===== src/rtl/fu_result_buffer_pkg.sv =====
// Shared types for the functional-unit result buffer: the CDB packet and
// the width constants it is built from.
package fu_result_buffer_pkg;

  localparam int XLEN    = 32;
  localparam int PRF_LEN = 6;
  localparam int ROB_LEN = 5;

  typedef struct packed {
    logic [XLEN-1:0]    value;
    logic [PRF_LEN-1:0] prf_idx;
    logic [ROB_LEN-1:0] rob_idx;
    logic [XLEN-1:0]    PC;
  } CDB_PACKET;

  // Ring pointers wrap for free only when the depth is a power of two.
  function automatic logic is_pow2(input int n);
    return (n >= 2) && ((n & (n - 1)) == 0);
  endfunction

endpackage


===== src/rtl/fu_result_buffer_if.sv =====
// Bundle of execution-unit push, cdb pop/squash and head-entry signals.
// The buffer takes the slave view; the unit/cdb side drives through master.
interface fu_result_buffer_if
  import fu_result_buffer_pkg::*;
#(
  parameter int DEPTH = 4
);
  localparam int PTR_LEN = $clog2(DEPTH);

  logic               fu_valid;
  logic [XLEN-1:0]    fu_value;
  logic [PRF_LEN-1:0] fu_prf_idx;
  logic [ROB_LEN-1:0] fu_rob_idx;
  logic [XLEN-1:0]    fu_PC;
  logic               fu_ready;
  logic               cdb_grant;
  logic               squash;
  logic               out_valid;
  logic [XLEN-1:0]    out_value;
  logic [PRF_LEN-1:0] out_prf_idx;
  logic [ROB_LEN-1:0] out_rob_idx;
  logic [XLEN-1:0]    out_PC;
  logic [PTR_LEN:0]   count;

  modport slave (
    input  fu_valid, fu_value, fu_prf_idx, fu_rob_idx, fu_PC, cdb_grant, squash,
    output fu_ready, out_valid, out_value, out_prf_idx, out_rob_idx, out_PC, count
  );

  modport master (
    output fu_valid, fu_value, fu_prf_idx, fu_rob_idx, fu_PC, cdb_grant, squash,
    input  fu_ready, out_valid, out_value, out_prf_idx, out_rob_idx, out_PC, count
  );

endinterface


===== src/rtl/fu_result_buffer_chk.sv =====
// Protocol and occupancy checks for fu_result_buffer; no synthesizable logic.
module fu_result_buffer_chk #(
  parameter int DEPTH = 4
) (
  input logic                     clock_i,
  input logic                     reset_i,
  input logic                     fu_valid_i,
  input logic                     out_valid_i,
  input logic [$clog2(DEPTH):0]   count_i
);
  localparam int PTR_LEN = $clog2(DEPTH);
  localparam logic [PTR_LEN:0] DEPTH_C = (PTR_LEN+1)'(DEPTH);

  a_count_range: assert property (@(posedge clock_i) disable iff (reset_i)
    count_i <= DEPTH_C)
    else $error("fu_result_buffer: count above depth");

  a_valid_count: assert property (@(posedge clock_i) disable iff (reset_i)
    out_valid_i == (count_i != {(PTR_LEN+1){1'b0}}))
    else $error("fu_result_buffer: out_valid disagrees with count");

  // A unit presenting a result while the buffer is full has ignored fu_ready.
  a_no_push_full: assert property (@(posedge clock_i) disable iff (reset_i)
    !(fu_valid_i && (count_i == DEPTH_C)))
    else $error("fu_result_buffer: push while full, packet dropped");

endmodule


===== src/rtl/fu_result_buffer.sv =====
// In-order completion queue between one execution unit and the cdb arbiter:
// holds finished results until granted, flushed on branch mispredict.
module fu_result_buffer
  import fu_result_buffer_pkg::*;
#(
  parameter int DEPTH = 4
) (
  input logic               clock,
  input logic               reset,
  fu_result_buffer_if.slave bus
);
  localparam int PTR_LEN = $clog2(DEPTH);
  localparam logic [PTR_LEN:0]   DEPTH_C  = (PTR_LEN+1)'(DEPTH);
  localparam logic [PTR_LEN-1:0] PTR_ONE  = {{(PTR_LEN-1){1'b0}}, 1'b1};
  localparam logic [PTR_LEN:0]   CNT_ONE  = {{PTR_LEN{1'b0}}, 1'b1};

  CDB_PACKET          mem_q [DEPTH];
  logic [PTR_LEN-1:0] head_q, head_d, tail_q, tail_d;
  logic [PTR_LEN:0]   count_q, count_d;
  logic               push_s, pop_s;
  CDB_PACKET          in_pkt_s, head_pkt_s;

  // Push/pop qualification and next-state pointers; squash overrides both.
  always_comb begin
    in_pkt_s.value   = bus.fu_value;
    in_pkt_s.prf_idx = bus.fu_prf_idx;
    in_pkt_s.rob_idx = bus.fu_rob_idx;
    in_pkt_s.PC      = bus.fu_PC;
    push_s  = bus.fu_valid && (count_q < DEPTH_C) && !bus.squash;
    pop_s   = bus.cdb_grant && (count_q != {(PTR_LEN+1){1'b0}}) && !bus.squash;
    head_d  = head_q;
    tail_d  = tail_q;
    count_d = count_q;
    if (bus.squash) begin
      head_d  = {PTR_LEN{1'b0}};
      tail_d  = {PTR_LEN{1'b0}};
      count_d = {(PTR_LEN+1){1'b0}};
    end else begin
      if (push_s) begin
        tail_d = tail_q + PTR_ONE;
      end else begin
        tail_d = tail_q;
      end
      if (pop_s) begin
        head_d = head_q + PTR_ONE;
      end else begin
        head_d = head_q;
      end
      case ({push_s, pop_s})
        2'b10:   count_d = count_q + CNT_ONE;
        2'b01:   count_d = count_q - CNT_ONE;
        default: count_d = count_q;
      endcase
    end
  end

  // Pointer, occupancy and storage registers.
  always_ff @(posedge clock) begin
    if (reset) begin
      head_q  <= {PTR_LEN{1'b0}};
      tail_q  <= {PTR_LEN{1'b0}};
      count_q <= {(PTR_LEN+1){1'b0}};
      for (int i = 0; i < DEPTH; i++) begin
        mem_q[i] <= '0;
      end
    end else begin
      head_q  <= head_d;
      tail_q  <= tail_d;
      count_q <= count_d;
      if (push_s) begin
        mem_q[tail_q] <= in_pkt_s;
      end
    end
  end

  // Head presentation; data is forced to zero when the queue is empty.
  always_comb begin
    bus.out_valid = (count_q != {(PTR_LEN+1){1'b0}});
    bus.fu_ready  = (count_q < DEPTH_C);
    bus.count     = count_q;
    if (bus.out_valid) begin
      head_pkt_s = mem_q[head_q];
    end else begin
      head_pkt_s = '0;
    end
    bus.out_value   = head_pkt_s.value;
    bus.out_prf_idx = head_pkt_s.prf_idx;
    bus.out_rob_idx = head_pkt_s.rob_idx;
    bus.out_PC      = head_pkt_s.PC;
  end

  fu_result_buffer_chk #(.DEPTH(DEPTH)) u_chk (
    .clock_i    (clock),
    .reset_i    (reset),
    .fu_valid_i (bus.fu_valid),
    .out_valid_i(bus.out_valid),
    .count_i    (count_q)
  );

endmodule


===== src/flat_wrapper.sv =====
// flat-port wrapper written by rule: the top's interface ports become plain ports
module fu_result_buffer_flat import fu_result_buffer_pkg::*;
#(
  parameter int DEPTH = 4
)
  (clock, reset, bus_fu_valid, bus_fu_value, bus_fu_prf_idx, bus_fu_rob_idx, bus_fu_PC, bus_cdb_grant, bus_squash, bus_fu_ready, bus_out_valid, bus_out_value, bus_out_prf_idx, bus_out_rob_idx, bus_out_PC, bus_count);
  fu_result_buffer_if #(.DEPTH(DEPTH)) bus_i ();
  input logic clock;
  input logic reset;
  input wire logic [$bits(bus_i.fu_valid)-1:0] bus_fu_valid;
  input wire logic [$bits(bus_i.fu_value)-1:0] bus_fu_value;
  input wire logic [$bits(bus_i.fu_prf_idx)-1:0] bus_fu_prf_idx;
  input wire logic [$bits(bus_i.fu_rob_idx)-1:0] bus_fu_rob_idx;
  input wire logic [$bits(bus_i.fu_PC)-1:0] bus_fu_PC;
  input wire logic [$bits(bus_i.cdb_grant)-1:0] bus_cdb_grant;
  input wire logic [$bits(bus_i.squash)-1:0] bus_squash;
  output wire logic [$bits(bus_i.fu_ready)-1:0] bus_fu_ready;
  output wire logic [$bits(bus_i.out_valid)-1:0] bus_out_valid;
  output wire logic [$bits(bus_i.out_value)-1:0] bus_out_value;
  output wire logic [$bits(bus_i.out_prf_idx)-1:0] bus_out_prf_idx;
  output wire logic [$bits(bus_i.out_rob_idx)-1:0] bus_out_rob_idx;
  output wire logic [$bits(bus_i.out_PC)-1:0] bus_out_PC;
  output wire logic [$bits(bus_i.count)-1:0] bus_count;
  assign bus_i.fu_valid = bus_fu_valid;
  assign bus_i.fu_value = bus_fu_value;
  assign bus_i.fu_prf_idx = bus_fu_prf_idx;
  assign bus_i.fu_rob_idx = bus_fu_rob_idx;
  assign bus_i.fu_PC = bus_fu_PC;
  assign bus_i.cdb_grant = bus_cdb_grant;
  assign bus_i.squash = bus_squash;
  assign bus_fu_ready = bus_i.fu_ready;
  assign bus_out_valid = bus_i.out_valid;
  assign bus_out_value = bus_i.out_value;
  assign bus_out_prf_idx = bus_i.out_prf_idx;
  assign bus_out_rob_idx = bus_i.out_rob_idx;
  assign bus_out_PC = bus_i.out_PC;
  assign bus_count = bus_i.count;
  fu_result_buffer #(.DEPTH(DEPTH)) u_core (.clock(clock), .reset(reset), .bus(bus_i));
endmodule

===== config.mk =====
export PLATFORM = sky130hd
export DESIGN_NAME = fu_result_buffer_flat
export DESIGN_NICKNAME = d
export VERILOG_FILES = /design/src/rtl/fu_result_buffer_pkg.sv /design/src/rtl/fu_result_buffer_if.sv /design/src/rtl/fu_result_buffer_chk.sv /design/src/rtl/fu_result_buffer.sv /design/src/flat_wrapper.sv
export SDC_FILE = /design/constraint.sdc
export NUM_CORES = 1
export LEC_CHECK = 0
export CAP_MARGIN = 20
export CORE_MARGIN = 2
export CORE_UTILIZATION = 32
export DETAILED_ROUTE_END_ITERATION = 7
export MAX_ROUTING_LAYER = met4
export PLACE_DENSITY = 0.51
export SLEW_MARGIN = 30
export SYNTH_ARGS = -nofsm -noshare
export SYNTH_HDL_FRONTEND = slang
export SYNTH_SLANG_ARGS = --single-unit

===== constraint.sdc =====
create_clock -name clock -period 21.1 [get_ports clock]
set_input_delay 2.11 -clock clock [delete_from_list [all_inputs] [get_ports clock]]
set_output_delay 2.11 -clock clock [all_outputs]
set_load 0.05 [all_outputs]

After elaboration in Yosys (flattened, before gate mapping):

Memory sizes are Yosys's and may differ from the RTL's. A register that Yosys moved wholly into a read port is not among the register bits.
Index checks and enable logic that the tools add are counted.

* reductions and logical operators: 9
* magnitude comparators: 1
* mux-type cells: 12
* add/subtract/negate cells: 4
* equal/unequal tests: 2

Operators by type and width (count)
* 2-to-1 mux 75 bit: 2
* OR reduction 75 bit: 1
* 2-to-1 mux 1 bit: 6
* 2-to-1 mux 2 bit: 3
* one-hot mux 3 bit (2 select lines): 1
* adder 2 x 1 -> 2 bit (second input constant): 2
* logical AND 1 bit: 4
* adder 3 x 1 -> 3 bit (second input constant): 1
* less-than comparator 3 bit (second input constant): 1
* nonzero test 3 bit: 1
* subtractor 3 x 1 -> 3 bit (second input constant): 1
* equality test 2 x 1 -> 1 bit (second input constant): 1
* equality test 2 bit (second input constant): 1
* nonzero test 2 bit: 1
* OR reduction 2 bit: 1
* logical NOT 1 bit: 1

* bits of input ports: 80
* memory bits (writable): 300
* register bits: 7
* memories kept: 1

Memories
* u_core.mem_q: words 4, width 75, rd ports 1, clocked after memory_dff 1, wr ports 4, RTL line fu_result_buffer.sv:17 `CDB_PACKET mem_q [DEPTH];`

Logic depth before layout (Yosys ltp):

Gate-level depths: netlist of run 1.

* depth after elaboration: 8
* mapped depth: 9
* depth with buffers taken out: 8

Least setup slack after synthesis of run 1:

No wires, ideal clock.

* kind: input port to flip-flop
* start: in bus_squash
* end: mem u_core.mem_q[0][0] (netlist bit), enable pin
* data required time: 20481 ps
* cell stages on the path: 3
* slack: 12261 ps
* setup time: 619 ps
* data arrival time: 8220 ps
* buffers on the path: 1
* cells stage by stage: or3b_2 > clkbuf_1 > o31ai_1

RTL lines
* start, declared: RTL line flat_wrapper.sv:16 `input wire logic [$bits(bus_i.squash)-1:0] bus_squash;`
* end, declared: RTL line fu_result_buffer.sv:17

==> flow_summary_export.csv, run 1 <==
group,metric,value,unit
synthesis,yosysUniqueCellTypes,30,
final_layout,layout_common_cells,"365 x and2_1, 300 x edfxtp_1, 159 x clkdlybuf4s50_1, 75 x mux4_2, 41 x clkbuf_16",
timing,hold_viol,0,
synthesis,ys_top_cells_by_area,"edfxtp_1 65%, and2_1 16%, mux4_2 12%, dfxtp_1 1.3%, buf_8 1.1%",
synthesis,synth_seq_cells,309,
clocking,ctsResizeCount,0,
global_route,grt_pass1_wl,50.9,mm
floorplanning,pin_count,160,
synthesis,syn-instance-count,862,
synthesis,avgSynthCellArea,16.2,µm²
timing,tns,0,ns
synthesis,ys_warn_count,0,
hold_path,min_path_type,"reg2reg",
timing,drv_slew,0,
clocking,htreeDepth,2,
final_layout,fin_area,17300,µm²
clocking,clock_path_buffers,3,
power,power.density,81.9,nW/µm²
power,pwr-share-seq,0.502,
final_layout,multi_input_area,4400,µm²
setup_path,r2r-start,"u_core.bus.count[2]",
timing,max_slew_margin,0.337,
floorplanning,start_util,0.324,
global_route,gr-total-overflow,0,
setup_path,slowest_delay,0.90,ns
clocking,clock-root-buffer,"clkbuf_16",
timing,fin_ws,15.22,ns
synthesis,syn_area,14000,µm²
synthesis,seq_area_frac_synth,0.659,
clocking,cts_inserted_buffers,38,
timing,period_share,0.279,
final_layout,drive_above_1_share,0.159,
setup_path,worstPathCellList,"buf_4, mux4_2, and2_1, clkdlybuf4s50_1",
synthesis,synth_top_area_cell,"edfxtp_1",
power,worst_ir_drop_vdd,0.0428,mV
synthesis,synth_top_cell_area_share,0.646,
power,p_leak,0.00608,µW
setup_path,crit_buf_inv,2,
global_route,grt_start_max_net_pins,76,
power,clkPwrFrac,0.432,
floorplanning,rows,76,
final_layout,fillerInstances,4005,
clocking,clk_pin_slew,0.06,ns
detailed_routing,first_pass_iters,4,
setup_path,crit_arrival,3.77,ns
run_status,outcome,"complete, no violations",
final_layout,areaGrowthSynthToFinish,23.8,%
setup_path,critPathCaptureType,"primary output",
timing,max_freq,0.170,GHz
floorplanning,die_w,213,µm
detailed_routing,drt-wirelength-per-cell,20.6,µm
synthesis,syn-num-nets,944,
clocking,clock-sinks,309,
clocking,clk-insertion-delay-late,0.53,ns
power,p_int,1100,µW
detailed_routing,viasPerCell,4.63,
final_layout,regArea,9200,µm²
hold_path,hp-start,"u_core.head_q[1]",
placed_design,placed_cell_area,16100,µm²
setup_path,crit_type,"reg2out",
placed_design,hpwlAfterDp,18.6,mm
global_route,antenna_found_initial,4,
floorplanning,coreArea,43100,µm²
global_route,grt.total_usage,0.158,
power,p_sw,310,µW
final_layout,layout_commonest_cell,"and2_1",
run,cap_violations,0,
timing,grt_setup_unrepaired,"no",
clocking,postCtsSetupBuffers,0,
timing,skew,0.00632,ns
clocking,hold_buffers,0,
power,combPwrFrac,0.066,
detailed_routing,routed_wl,33.7,mm
floorplanning,die-height,213,µm
placed_design,gp_congestion,0.677,
timing,tightest_slew,0.994,ns
floorplanning,die_area,45300,µm²
final_layout,fin_nets,1100,
detailed_routing,drt_iter0_drc,401,
detailed_routing,ant_nets,0,
timing,period_needed,5.88,ns
clocking,cts_tree,"done",
global_route,grt_pass1_vias,8250,
setup_path,critical_path.slowest_cell,"dfxtp_4",
setup_path,cp-start-kind,"flop",
placed_design,dp_slack,15.63,ns
placed_design,port_buffers,159,
detailed_routing,dr_total_vias,7563,
timing,setup_viol,0,
power,swShare,0.219,
setup_path,worstPathRequired,18.99,ns
detailed_routing,drc_errors,0,
setup_path,crit_fanout,39,
timing,whs,0.526,ns
setup_path,critPathTopFamily,"buffers and inverters",
## synth_stat cells, drive strengths merged
cell    count
a21o        1
a21oi       2
and2      375
and3        1
buf        29
clkbuf     31
dfxtp       9
edfxtp    300
fa          1
ha          1
inv         6
mux4       75
nand3       2
nor2       10
nor4        2
nor4b       1
o21ai       3
o311ai      1
o31ai       3
or2         1
or3         1
or3b        2
xor2        5
## sequential cells by signal (all words and copies together) (netlist names), named ones only
| signal | count |
|---|---|
| u_core.bus.count | 3 |
| u_core.tail_q | 2 |
| u_core.head_q | 2 |
| u_core.mem_q | 300 |
## routing by layer
| layer | track usage | up-vias | wire length, µm |
|---|---|---|---|
| met5 | - | - | 0 |
| met4 | 0.0531 | 0 | 772 |
| met2 | 0.258 | 162 | 16600 |
| met3 | 0.0310 | 48 | 1560 |
| li1 | - | 3451 | - |
| met1 | 0.198 | 3902 | 14800 |
## worst paths after layout
check	depth (start not counted)	endpoint	slack (ns)
hold / removal	2	u_core.head_q[1]	0.53
setup reg to reg	3	u_core.mem_q[2][48]	18.74
hold reg to reg	2	u_core.head_q[1]	0.53
setup / recovery	4	bus_out_PC[27]	15.22
## cells by family (layout without fill, tap and decap cells)
| logic type | count (synthesis) | after routing | synth area share |
|---|---|---|---|
| AOI/OAI and AO/OA | 10 | 10 | 0.00457 |
| xor gates and xnor gates | 5 | 5 | 0.00314 |
| adders and majority gates | 2 | 2 | 0.00233 |
| buffers and inverters | 66 | 249 | 0.0302 |
| DFF | 309 | 309 | 0.659 |
| muxes | 75 | 75 | 0.121 |
| other | 0 | 5 | 0 |
| and+or+nand+nor | 395 | 395 | 0.180 |
## worst register-to-register path: cells and delay by family, from the launching register on
| kind | cells | cell delay, ns |
|---|---|---|
| AND/OR/NAND/NOR | 1 | 0.64 |
| buffers and inverters | 1 | 0.60 |
| AO/OA/AOI/OAI | 1 | 0.22 |
| flip-flops | 1 | 0.47 |
## power by group through the flow
stage | Sequential (µW) | Combinational, µW | Clock (µW)
2_1_floorplan | 725 | 51.4 | 0
3_3_place_gp | 722 | 95.0 | 0
3_5_place_dp | 723 | 95.7 | 0
4_1_cts | 710 | 95.9 | 628
5_1_grt | 712 | 101 | 651
6_report | 710 | 93.8 | 611
## cell type report
cell class | instances | area share
Clock buffer | 53 | 0.0638
Antenna cell | 5 | 0.000724
Timing Repair Buffer | 176 | 0.100
Multi-Input combinational cell | 487 | 0.255
Clock inverter | 14 | 0.00384
Inverter | 6 | 0.00130
Tap cell | 585 | 0.0424
Sequential cell | 309 | 0.532
## stage by stage
stage	utilization	cells	power, µW
floorplan	-	862	776
global placement	0.373	1562	817
detailed placement	0.374	1563	819
CTS	0.401	1630	1430
global route	0.401	1634	1460
finish	0.401	1635	1410
(Power assumes the default switching activity.)
==> inputs of run 2 (changes only) <==
==> constraint.sdc (replaced) <==
create_clock -name clock -period 6.1 [get_ports clock]
set_input_delay 0.61 -clock clock [delete_from_list [all_inputs] [get_ports clock]]
set_output_delay 0.61 -clock clock [all_outputs]
set_load 0.05 [all_outputs]
==> flow_summary_export.csv, run 2 (synthesis gave the netlist of run 1 again) <==
group,metric,value,unit
floorplanning,start_util,0.324,
placed_design,placed_cell_area,16100,µm²
timing,setup_viol,0,
final_layout,instances_no_fill,1630,
clocking,cts_inserted_buffers,37,
clocking,ctsResizeCount,0,
floorplanning,coreArea,43100,µm²
timing,grt_setup_unrepaired,"no",
setup_path,worstRegToRegCells,3,
timing,drv_slew,0,
power,power.density,285,nW/µm²
run_status,outcome,"complete, no violations",
final_layout,fin_area,17300,µm²
final_layout,regMostFlops,"u_core.mem_q",
timing,max_freq,0.253,GHz
detailed_routing,ant_nets,0,
global_route,antenna_found_initial,3,
setup_path,crit_fanout,51,
timing,max_slew_margin,0.386,
setup_path,worstPathRequired,5.49,ns
placed_design,hpwlAfterDp,17.0,mm
power,power,4940,µW
power,swShare,0.218,
detailed_routing,drt-wirelength-per-cell,20.6,µm
timing,skew,0.00784,ns
detailed_routing,drc_errors,0,
clocking,clk_pin_slew,0.06,ns
clocking,clock-root-buffer,"clkbuf_16",
clocking,clock_path_buffers,3,
power,p_int,3860,µW
global_route,gr-total-overflow,0,
final_layout,layout_common_cells,"365 x and2_1, 300 x edfxtp_1, 159 x clkdlybuf4s50_1, 75 x mux4_2, 39 x clkbuf_16",
detailed_routing,dr_total_vias,7471,
hold_path,hold_depth,2,
placed_design,port_buffers,159,
clocking,hold_buffers,0,
placed_design,gp_congestion,0.702,
timing,tightest_slew,0.920,ns
power,pwr-share-seq,0.497,
setup_path,critPathCaptureType,"primary output",
power,p_sw,1080,µW
setup_path,rrSetupSlack,3.40,ns
final_layout,areaGrowthSynthToFinish,24.0,%
detailed_routing,viasPerCell,4.58,
timing,period_share,0.647,
run,cap_violations,0,
floorplanning,pin_count,160,
power,clkPwrFrac,0.437,
floorplanning,die_w,213,µm
final_layout,largest_register_ffs,300,
timing,period_needed,3.95,ns
final_layout,fin_util,0.402,
final_layout,drive_above_1_share,0.158,
power,p_leak,0.00610,µW
final_layout,layout_commonest_cell,"and2_1",
floorplanning,rows,76,
floorplanning,die_area,45300,µm²
detailed_routing,drt_iter0_drc,360,
final_layout,fillerInstances,3973,
clocking,htreeDepth,2,
clocking,cts_tree,"done",
global_route,grt.total_usage,0.157,
global_route,grt_start_max_net_pins,77,
power,combPwrFrac,0.066,
clocking,postCtsSetupBuffers,0,
timing,hold_viol,0,
global_route,grt_pass1_vias,7988,
timing,tns,0,ns
placed_design,dpl.cell_count,1561,
detailed_routing,first_pass_iters,4,
setup_path,cp-start-kind,"flop",
final_layout,fin_nets,1098,
clocking,clk-insertion-delay-late,0.53,ns
hold_path,min_path_type,"reg2reg",
setup_path,crit_type,"reg2out",
power,worst_ir_drop_vdd,0.177,mV
floorplanning,die-height,213,µm
global_route,grt_pass1_wl,50.3,mm
detailed_routing,routed_wl,33.6,mm
clocking,clock-sinks,309,
setup_path,crit_arrival,3.34,ns
==> run 2: changes by cell type in the layout (fill, tap and decap cells not counted), sizes merged <==
cell / previous run / this run
clkbuf: 53 / 54
bufinv: 0 / 2
buf: 17 / 16
diode: 5 / 3
inv: 6 / 7
clkinvlp: 1 / 0
clkinv: 13 / 8
==> run 2: final timing paths <==
path,endpoint,startpoint
setup reg to reg,u_core.mem_q[2][43],u_core.bus.count[2]
hold reg to reg,u_core.head_q[1],u_core.head_q[1]
hold / removal,u_core.head_q[1],u_core.head_q[1]
setup / recovery,bus_out_PC[22],flop
==> run 2: per-layer routing <==
layer / track usage / up-vias / wire length (µm)
li1: - / 3440 / -
met1: 0.204 / 3844 / 15100
met2: 0.251 / 141 / 16300
met3: 0.0362 / 46 / 1580
met4: 0.0412 / 0 / 632
met5: - / - / 0
==> run 2: worst max-delay path, cell delays in order (launching register included) <==
cell	delay, ns
dfxtp_4	0.90
buf_4	0.54
mux4_2	0.37
and2_1	0.20
clkdlybuf4s50_1	0.71
==> run 2: area by class of cell <==
type                       instances  area (µm²)  share of cell area
inverter                           6        22.5             0.00130
multi-input combinational        487        4400               0.254
clock buffer                      54        1060              0.0614
antenna                            3        7.51            0.000434
tap                              585         732              0.0423
clock inverter                    11         109             0.00629
timing repair buffer             175        1770               0.102
sequential                       309        9200               0.531
==> run 2: power groups by stage <==
stage	Clock (µW)	Sequential (µW)	Combinational, µW
6_report	2160	2450	327
3_3_place_gp	0	2500	335
5_1_grt	2300	2460	353
2_1_floorplan	0	2500	178
3_5_place_dp	0	2500	335
4_1_cts	2220	2450	335
==> run 2: metrics by stage <==
stage | hold slack, ns | setup WS (ns)
2_1_floorplan | 0.485 | -1.35
3_3_place_gp | 0.505 | 2.64
3_5_place_dp | 0.512 | 2.62
4_1_cts | 0.533 | 2.03
5_1_grt | 0.573 | 1.96
6_report | 0.526 | 2.15
